--- config.mk ---
export PLATFORM = sky130hd
export DESIGN_NAME = irq_controller_flat
export DESIGN_NICKNAME = d
export VERILOG_FILES = /design/src/rtl/irq_controller_if.sv /design/src/rtl/irq_controller.sv /design/src/flat_wrapper.sv
export SDC_FILE = /design/constraint.sdc
export NUM_CORES = 1
export LEC_CHECK = 0
export BUFFER_PORTS_ARGS = -buffer_cell sky130_fd_sc_hd__buf_2
export CORE_ASPECT_RATIO = 1.1
export CORE_MARGIN = 3
export CORE_UTILIZATION = 33
export DETAILED_ROUTE_END_ITERATION = 7
export PLACE_DENSITY = 0.76
export SETUP_SLACK_MARGIN = 0.1
export SLEW_MARGIN = 25
export SYNTH_ARGS = -nofsm -noshare
export SYNTH_HDL_FRONTEND = slang
export SYNTH_SLANG_ARGS = --single-unit
--- constraint.sdc ---
create_clock -name clk_i -period 1.2 [get_ports clk_i]
set_input_delay 0.12 -clock clk_i [delete_from_list [all_inputs] [get_ports clk_i]]
set_output_delay 0.12 -clock clk_i [all_outputs]
set_load 0.1 [all_outputs]
--- src/rtl/irq_controller_if.sv ---
// irq_controller_if: interrupt sources, CSR window and core handshake of the interrupt controller
interface irq_controller_if #(
  parameter int XLEN = 32
) ();
  logic            timer_interrupt;
  logic            ext_irq;
  logic            sw_irq_set;
  logic            csr_we;
  logic [1:0]      csr_sel;
  logic [XLEN-1:0] csr_wdata;
  logic [XLEN-1:0] csr_rdata;
  logic            irq_req;
  logic [XLEN-1:0] irq_cause;
  logic            irq_ack;
  logic            mret;
  modport master (
    output timer_interrupt, ext_irq, sw_irq_set, csr_we, csr_sel, csr_wdata, irq_ack, mret,
    input  csr_rdata, irq_req, irq_cause
  );
  modport slave (
    input  timer_interrupt, ext_irq, sw_irq_set, csr_we, csr_sel, csr_wdata, irq_ack, mret,
    output csr_rdata, irq_req, irq_cause
  );
endinterface

--- src/rtl/irq_controller.sv ---
// irq_controller: masks and prioritises machine interrupts and hands one held request to the core
module irq_controller #(
  parameter int XLEN        = 32,
  parameter int SYNC_STAGES = 2
) (
  input logic clk_i,
  input logic reset_i,
  irq_controller_if.slave bus
);
  typedef enum logic [1:0] {IDLE, REQ, HANDLER} state_t;
  localparam logic [XLEN-1:0] CAUSE_MEI = XLEN'(32'h8000_000B);
  localparam logic [XLEN-1:0] CAUSE_MSI = XLEN'(32'h8000_0003);
  localparam logic [XLEN-1:0] CAUSE_MTI = XLEN'(32'h8000_0007);
  state_t                 state_q, state_d;
  logic [SYNC_STAGES-1:0] sync_q;
  logic                   meip_q;
  logic                   mtip_q, mtip_d;
  logic                   msip_q, msip_d;
  logic [2:0]             ie_q, ie_d;
  logic                   mie_q, mie_d;
  logic                   mpie_q, mpie_d;
  logic                   req_q, req_d;
  logic [XLEN-1:0]        cause_q, cause_d;
  logic [XLEN-1:0]        rdata;
  logic [2:0]             eligible;
  logic [XLEN-1:0]        winner;
  logic                   take, ret, wr_ie, wr_status, wr_pend;
  logic                   unused_wdata;
  assign unused_wdata = ^{bus.csr_wdata[XLEN-1:12], bus.csr_wdata[10:8], bus.csr_wdata[6:4], bus.csr_wdata[2:0]};
  assign eligible  = {meip_q, mtip_q, msip_q} & ie_q & {3{mie_q}};
  assign winner    = eligible[2] ? CAUSE_MEI : eligible[0] ? CAUSE_MSI : CAUSE_MTI;
  assign take      = (state_q == REQ) && bus.irq_ack;
  assign ret       = (state_q == HANDLER) && bus.mret;
  assign wr_ie     = bus.csr_we && (bus.csr_sel == 2'd0);
  assign wr_status = bus.csr_we && (bus.csr_sel == 2'd1);
  assign wr_pend   = bus.csr_we && (bus.csr_sel == 2'd2);
  // Request FSM: latch the winner on entry to REQ and hold it untouched until the core acks
  always_comb begin
    state_d = state_q;
    req_d   = req_q;
    cause_d = cause_q;
    unique case (state_q)
      IDLE: if (|eligible) begin
        state_d = REQ;
        req_d   = 1'b1;
        cause_d = winner;
      end
      REQ: if (bus.irq_ack) begin
        state_d = HANDLER;
        req_d   = 1'b0;
      end
      HANDLER: if (bus.mret) state_d = IDLE;
      default: state_d = IDLE;
    endcase
  end
  // CSR and pending updates; trap entry/return override software STATUS writes, sources override clears
  always_comb begin
    ie_d   = wr_ie ? {bus.csr_wdata[11], bus.csr_wdata[7], bus.csr_wdata[3]} : ie_q;
    mie_d  = take ? 1'b0 : ret ? mpie_q : wr_status ? bus.csr_wdata[3] : mie_q;
    mpie_d = take ? mie_q : ret ? 1'b1 : wr_status ? bus.csr_wdata[7] : mpie_q;
    mtip_d = bus.timer_interrupt | (mtip_q & ~(take && cause_q == CAUSE_MTI));
    msip_d = bus.sw_irq_set | (wr_pend ? bus.csr_wdata[3] : msip_q & ~(take && cause_q == CAUSE_MSI));
  end
  // Register window read mux; unused bits and the reserved select read as zero
  always_comb begin
    rdata = '0;
    unique case (bus.csr_sel)
      2'd0: {rdata[11], rdata[7], rdata[3]} = ie_q;
      2'd1: {rdata[7], rdata[3]} = {mpie_q, mie_q};
      2'd2: {rdata[11], rdata[7], rdata[3]} = {meip_q, mtip_q, msip_q};
      default: ;
    endcase
  end
  assign bus.csr_rdata = rdata;
  assign bus.irq_req   = req_q;
  assign bus.irq_cause = cause_q;
  // State, CSR and synchroniser registers; MEIP is registered behind the sync chain
  always_ff @(posedge clk_i) begin
    if (!reset_i) begin
      state_q <= IDLE;
      sync_q  <= '0;
      meip_q  <= 1'b0;
      mtip_q  <= 1'b0;
      msip_q  <= 1'b0;
      ie_q    <= '0;
      mie_q   <= 1'b0;
      mpie_q  <= 1'b0;
      req_q   <= 1'b0;
      cause_q <= '0;
    end else begin
      state_q <= state_d;
      sync_q  <= {sync_q[SYNC_STAGES-2:0], bus.ext_irq};
      meip_q  <= sync_q[SYNC_STAGES-1];
      mtip_q  <= mtip_d;
      msip_q  <= msip_d;
      ie_q    <= ie_d;
      mie_q   <= mie_d;
      mpie_q  <= mpie_d;
      req_q   <= req_d;
      cause_q <= cause_d;
    end
  end
endmodule

--- src/flat_wrapper.sv ---
// flat-port wrapper written by rule: the top's interface ports become plain ports
module irq_controller_flat 
#(
  parameter int XLEN        = 32,
  parameter int SYNC_STAGES = 2
)
  (clk_i, reset_i, bus_timer_interrupt, bus_ext_irq, bus_sw_irq_set, bus_csr_we, bus_csr_sel, bus_csr_wdata, bus_irq_ack, bus_mret, bus_csr_rdata, bus_irq_req, bus_irq_cause);
  irq_controller_if #(.XLEN(XLEN)) bus_i ();
  input logic clk_i;
  input logic reset_i;
  input wire logic [$bits(bus_i.timer_interrupt)-1:0] bus_timer_interrupt;
  input wire logic [$bits(bus_i.ext_irq)-1:0] bus_ext_irq;
  input wire logic [$bits(bus_i.sw_irq_set)-1:0] bus_sw_irq_set;
  input wire logic [$bits(bus_i.csr_we)-1:0] bus_csr_we;
  input wire logic [$bits(bus_i.csr_sel)-1:0] bus_csr_sel;
  input wire logic [$bits(bus_i.csr_wdata)-1:0] bus_csr_wdata;
  input wire logic [$bits(bus_i.irq_ack)-1:0] bus_irq_ack;
  input wire logic [$bits(bus_i.mret)-1:0] bus_mret;
  output wire logic [$bits(bus_i.csr_rdata)-1:0] bus_csr_rdata;
  output wire logic [$bits(bus_i.irq_req)-1:0] bus_irq_req;
  output wire logic [$bits(bus_i.irq_cause)-1:0] bus_irq_cause;
  assign bus_i.timer_interrupt = bus_timer_interrupt;
  assign bus_i.ext_irq = bus_ext_irq;
  assign bus_i.sw_irq_set = bus_sw_irq_set;
  assign bus_i.csr_we = bus_csr_we;
  assign bus_i.csr_sel = bus_csr_sel;
  assign bus_i.csr_wdata = bus_csr_wdata;
  assign bus_i.irq_ack = bus_irq_ack;
  assign bus_i.mret = bus_mret;
  assign bus_csr_rdata = bus_i.csr_rdata;
  assign bus_irq_req = bus_i.irq_req;
  assign bus_irq_cause = bus_i.irq_cause;
  irq_controller #(.XLEN(XLEN), .SYNC_STAGES(SYNC_STAGES)) u_core (.clk_i(clk_i), .reset_i(reset_i), .bus(bus_i));
endmodule
==> flow_metrics.tcl <==
set metrics [dict create \
    cts_tree "done" \
    synthArstFlopShare_pct 0 \
    cap_violations 0 \
    hold_class "in2reg" \
    antenna_cells 0 \
    timing.setup.tns_ns -0.216 \
    die-area_mm2 0.00428 \
    port_buffers 21 \
    start_util_pct 34.7 \
    ys_seq_elements 16 \
    grt-ovfl-total 0 \
    cts-buffers-inserted 3 \
    outcome "finished, violations left" \
    layout-drive-gt1-share_pct 40.7 \
    final-hold-violation-count 0 \
    final_cells 220 \
    timing.rr.start "u_core.mtip_q" \
    vias_per_cell 4.00 \
    wirelength_um 2520 \
    total_power_mw 1.83 \
    grt_pass1_wl_um 3770 \
    area_growth_pct 32.6 \
    dpl_cell_area_mm2 0.00136 \
    synth_top_area_cell "buf_4" \
    synth-main-ff-cell "dfxtp_1" \
    dieWidth_um 62.7 \
    period_share_pct 106 \
    yosysMostFrequentCell "buf_4" \
    cts_htree_levels 1 \
    yosysWarnings 0 \
    whs_ns 0.0409 \
    power_density_mw_per_mm2 1180 \
    io_pins 107 \
    gp_congestion 0.740 \
    vias 880 \
    antenna_found_initial 0 \
    final_antenna_net_count 0 \
    cts_sinks 16 \
    cp_slowest_cell "dfxtp_2" \
    cts_root_buf "clkbuf_4" \
    cp.required_ns 1.08 \
    cp_max_fo 3 \
    startpoint "u_core.mtip_q" \
    rsz0062_at_grt "true" \
    clkLatencyLatePin_ns 0.28 \
    slew_viol_final 0 \
    syn_area_mm2 0.00117 \
    setup_violations 7 \
    grt_max_degree 18 \
    leakagePower_nw 0.687 \
    synth_top_area_share_pct 37.3 \
    nNetsFinal 215 \
    routedWlPerCell_um 11.4 \
    ys_seq_area_share_pct 27.5 \
    postSynthAreaPerCell_um2 8.70 \
    grt_usage_pct 11.4 \
    fin_area_mm2 0.00155 \
    netlist_instances 134 \
    grt_pass1_vias 815 \
    path_clk_slew_ns 0.08 \
    min_period_ns 1.28 \
    max_stage_delay_ns 0.35 \
    worstSetupPathType "reg2out" \
    worstSetupStartpointType "register" \
    worstSetupEndpointType "output pin" \
    synth_edf_count 0 \
    max_freq_mhz 783 \
    violations "negative setup slack" \
    peakVddDrop_uv 461 \
    die_h_um 68.3 \
    path_cells "buf_6, mux2i_4, o21ai_4, buf_12" \
    yosys-top-cells-area "buf_4, dfxtp_1, mux2i_1" \
    hpwl_um 1690 \
    fin_skew_ns 0.00633 \
    coreArea_mm2 0.00336 \
    dp.cells 207 \
    crit_arrival_ns 1.16 \
    num_rows 22 \
    min-delay-start "bus_ext_irq" \
    firstDrtPassIters 4 \
    worst_slack_ns -0.0767 \
    synth.distinct_cells 33 \
    drc 0 \
    clk_path_buf_depth 2 \
    drt-initial-drc-count 33 \
    ys_top_cells_by_count "buf_4, dfxtp_1, mux2i_1" \
]
metrics by stage:
stage	utilization, %	setup WS (ns)
2_1_floorplan	-	0.0757
3_3_place_gp	40.4	0.0319
3_5_place_dp	40.4	0.0194
4_1_cts	45.5	-0.0927
5_1_grt	46.1	-0.131
6_report	46.1	-0.0767
logic make-up (layout without fill, tap and decap cells):
| logic type | Yosys count | in the layout | share of synthesized area [%] |
|---|---|---|---|
| buf+inv | 63 | 46 | 39.1 |
| simple gates | 28 | 28 | 15.3 |
| compound gates | 18 | 18 | 10.9 |
| flops | 16 | 16 | 27.5 |
| mux | 8 | 8 | 6.87 |
| other cells | 1 | 56 | 0.322 |
registers in the layout (all words and copies together) (netlist names):
name                  flops
u_core.msip_q             1
u_core.ie_q               3
u_core.meip_q             1
u_core.sync_q             2
u_core.mie_q              1
u_core.state_q            2
u_core.mpie_q             1
u_core.bus.irq_cause      3
u_core.bus.irq_req        1
u_core.mtip_q             1
final cells by class:
cell class	instances	area (um^2)
multi-input cells	110	703
clock buffers	3	22.5
repair buffers	39	402
flip-flops and latches	16	344
fillers	337	1810
inverters	3	11.3
well taps	48	60.1
clock inverters	1	3.75
critical path: cells and delay by family, from the launching register on:
kind	cells	cell delay (ns)
muxes	1	0.07
buffers and inverters	2	0.30
DFF	1	0.35
AOI/OAI and AO/OA	1	0.15
power by group:
group          switching, mW  internal (mW)
combinational          0.883          0.114
sequential            0.0102          0.541
clock                  0.162          0.121
per-layer routing:
| layer | GRT usage, % | up-vias | share of wire (%) |
|---|---|---|---|
| met5 | 0 | - | 0 |
| met4 | 5.79 | 0 | 3.4 |
| met2 | 20.2 | 58 | 49 |
| met3 | 4.11 | 10 | 10 |
| li1 | - | 413 | - |
| met1 | 12.0 | 399 | 37 |
final timing paths:
path	to	slack (ns)	cells after the start
setup / recovery	bus_csr_rdata[7]	-0.08	4
hold / removal	u_core.sync_q[0]	0.04	2
setup reg to reg	u_core.state_q[0]	-0.03	5
hold reg to reg	u_core.sync_q[1]	0.44	1
repair_timing:
item                                    CTS  global route
endpoints found under the setup margin   11            12
pin swaps                                10             3
resized for setup                        23             3
buffers inserted                          8             1
endpoints found under the hold margin     0             0
hold buffers                              0             0
cells in the final DEF, fill, tap and decap left out, drive strengths merged, types with 3 or more instances in the layout:
cell type  Yosys  routed
conb           1      56
buf           59      39
dfxtp         16      16
mux2i          8       8
nor2b          4       4
nand2          4       4
and2           4       4
nand3b         4       4
nor2           4       4
o21ai          4       4
inv            3       3
clkbuf         1       3
Power figures use the tool's default switching activity.
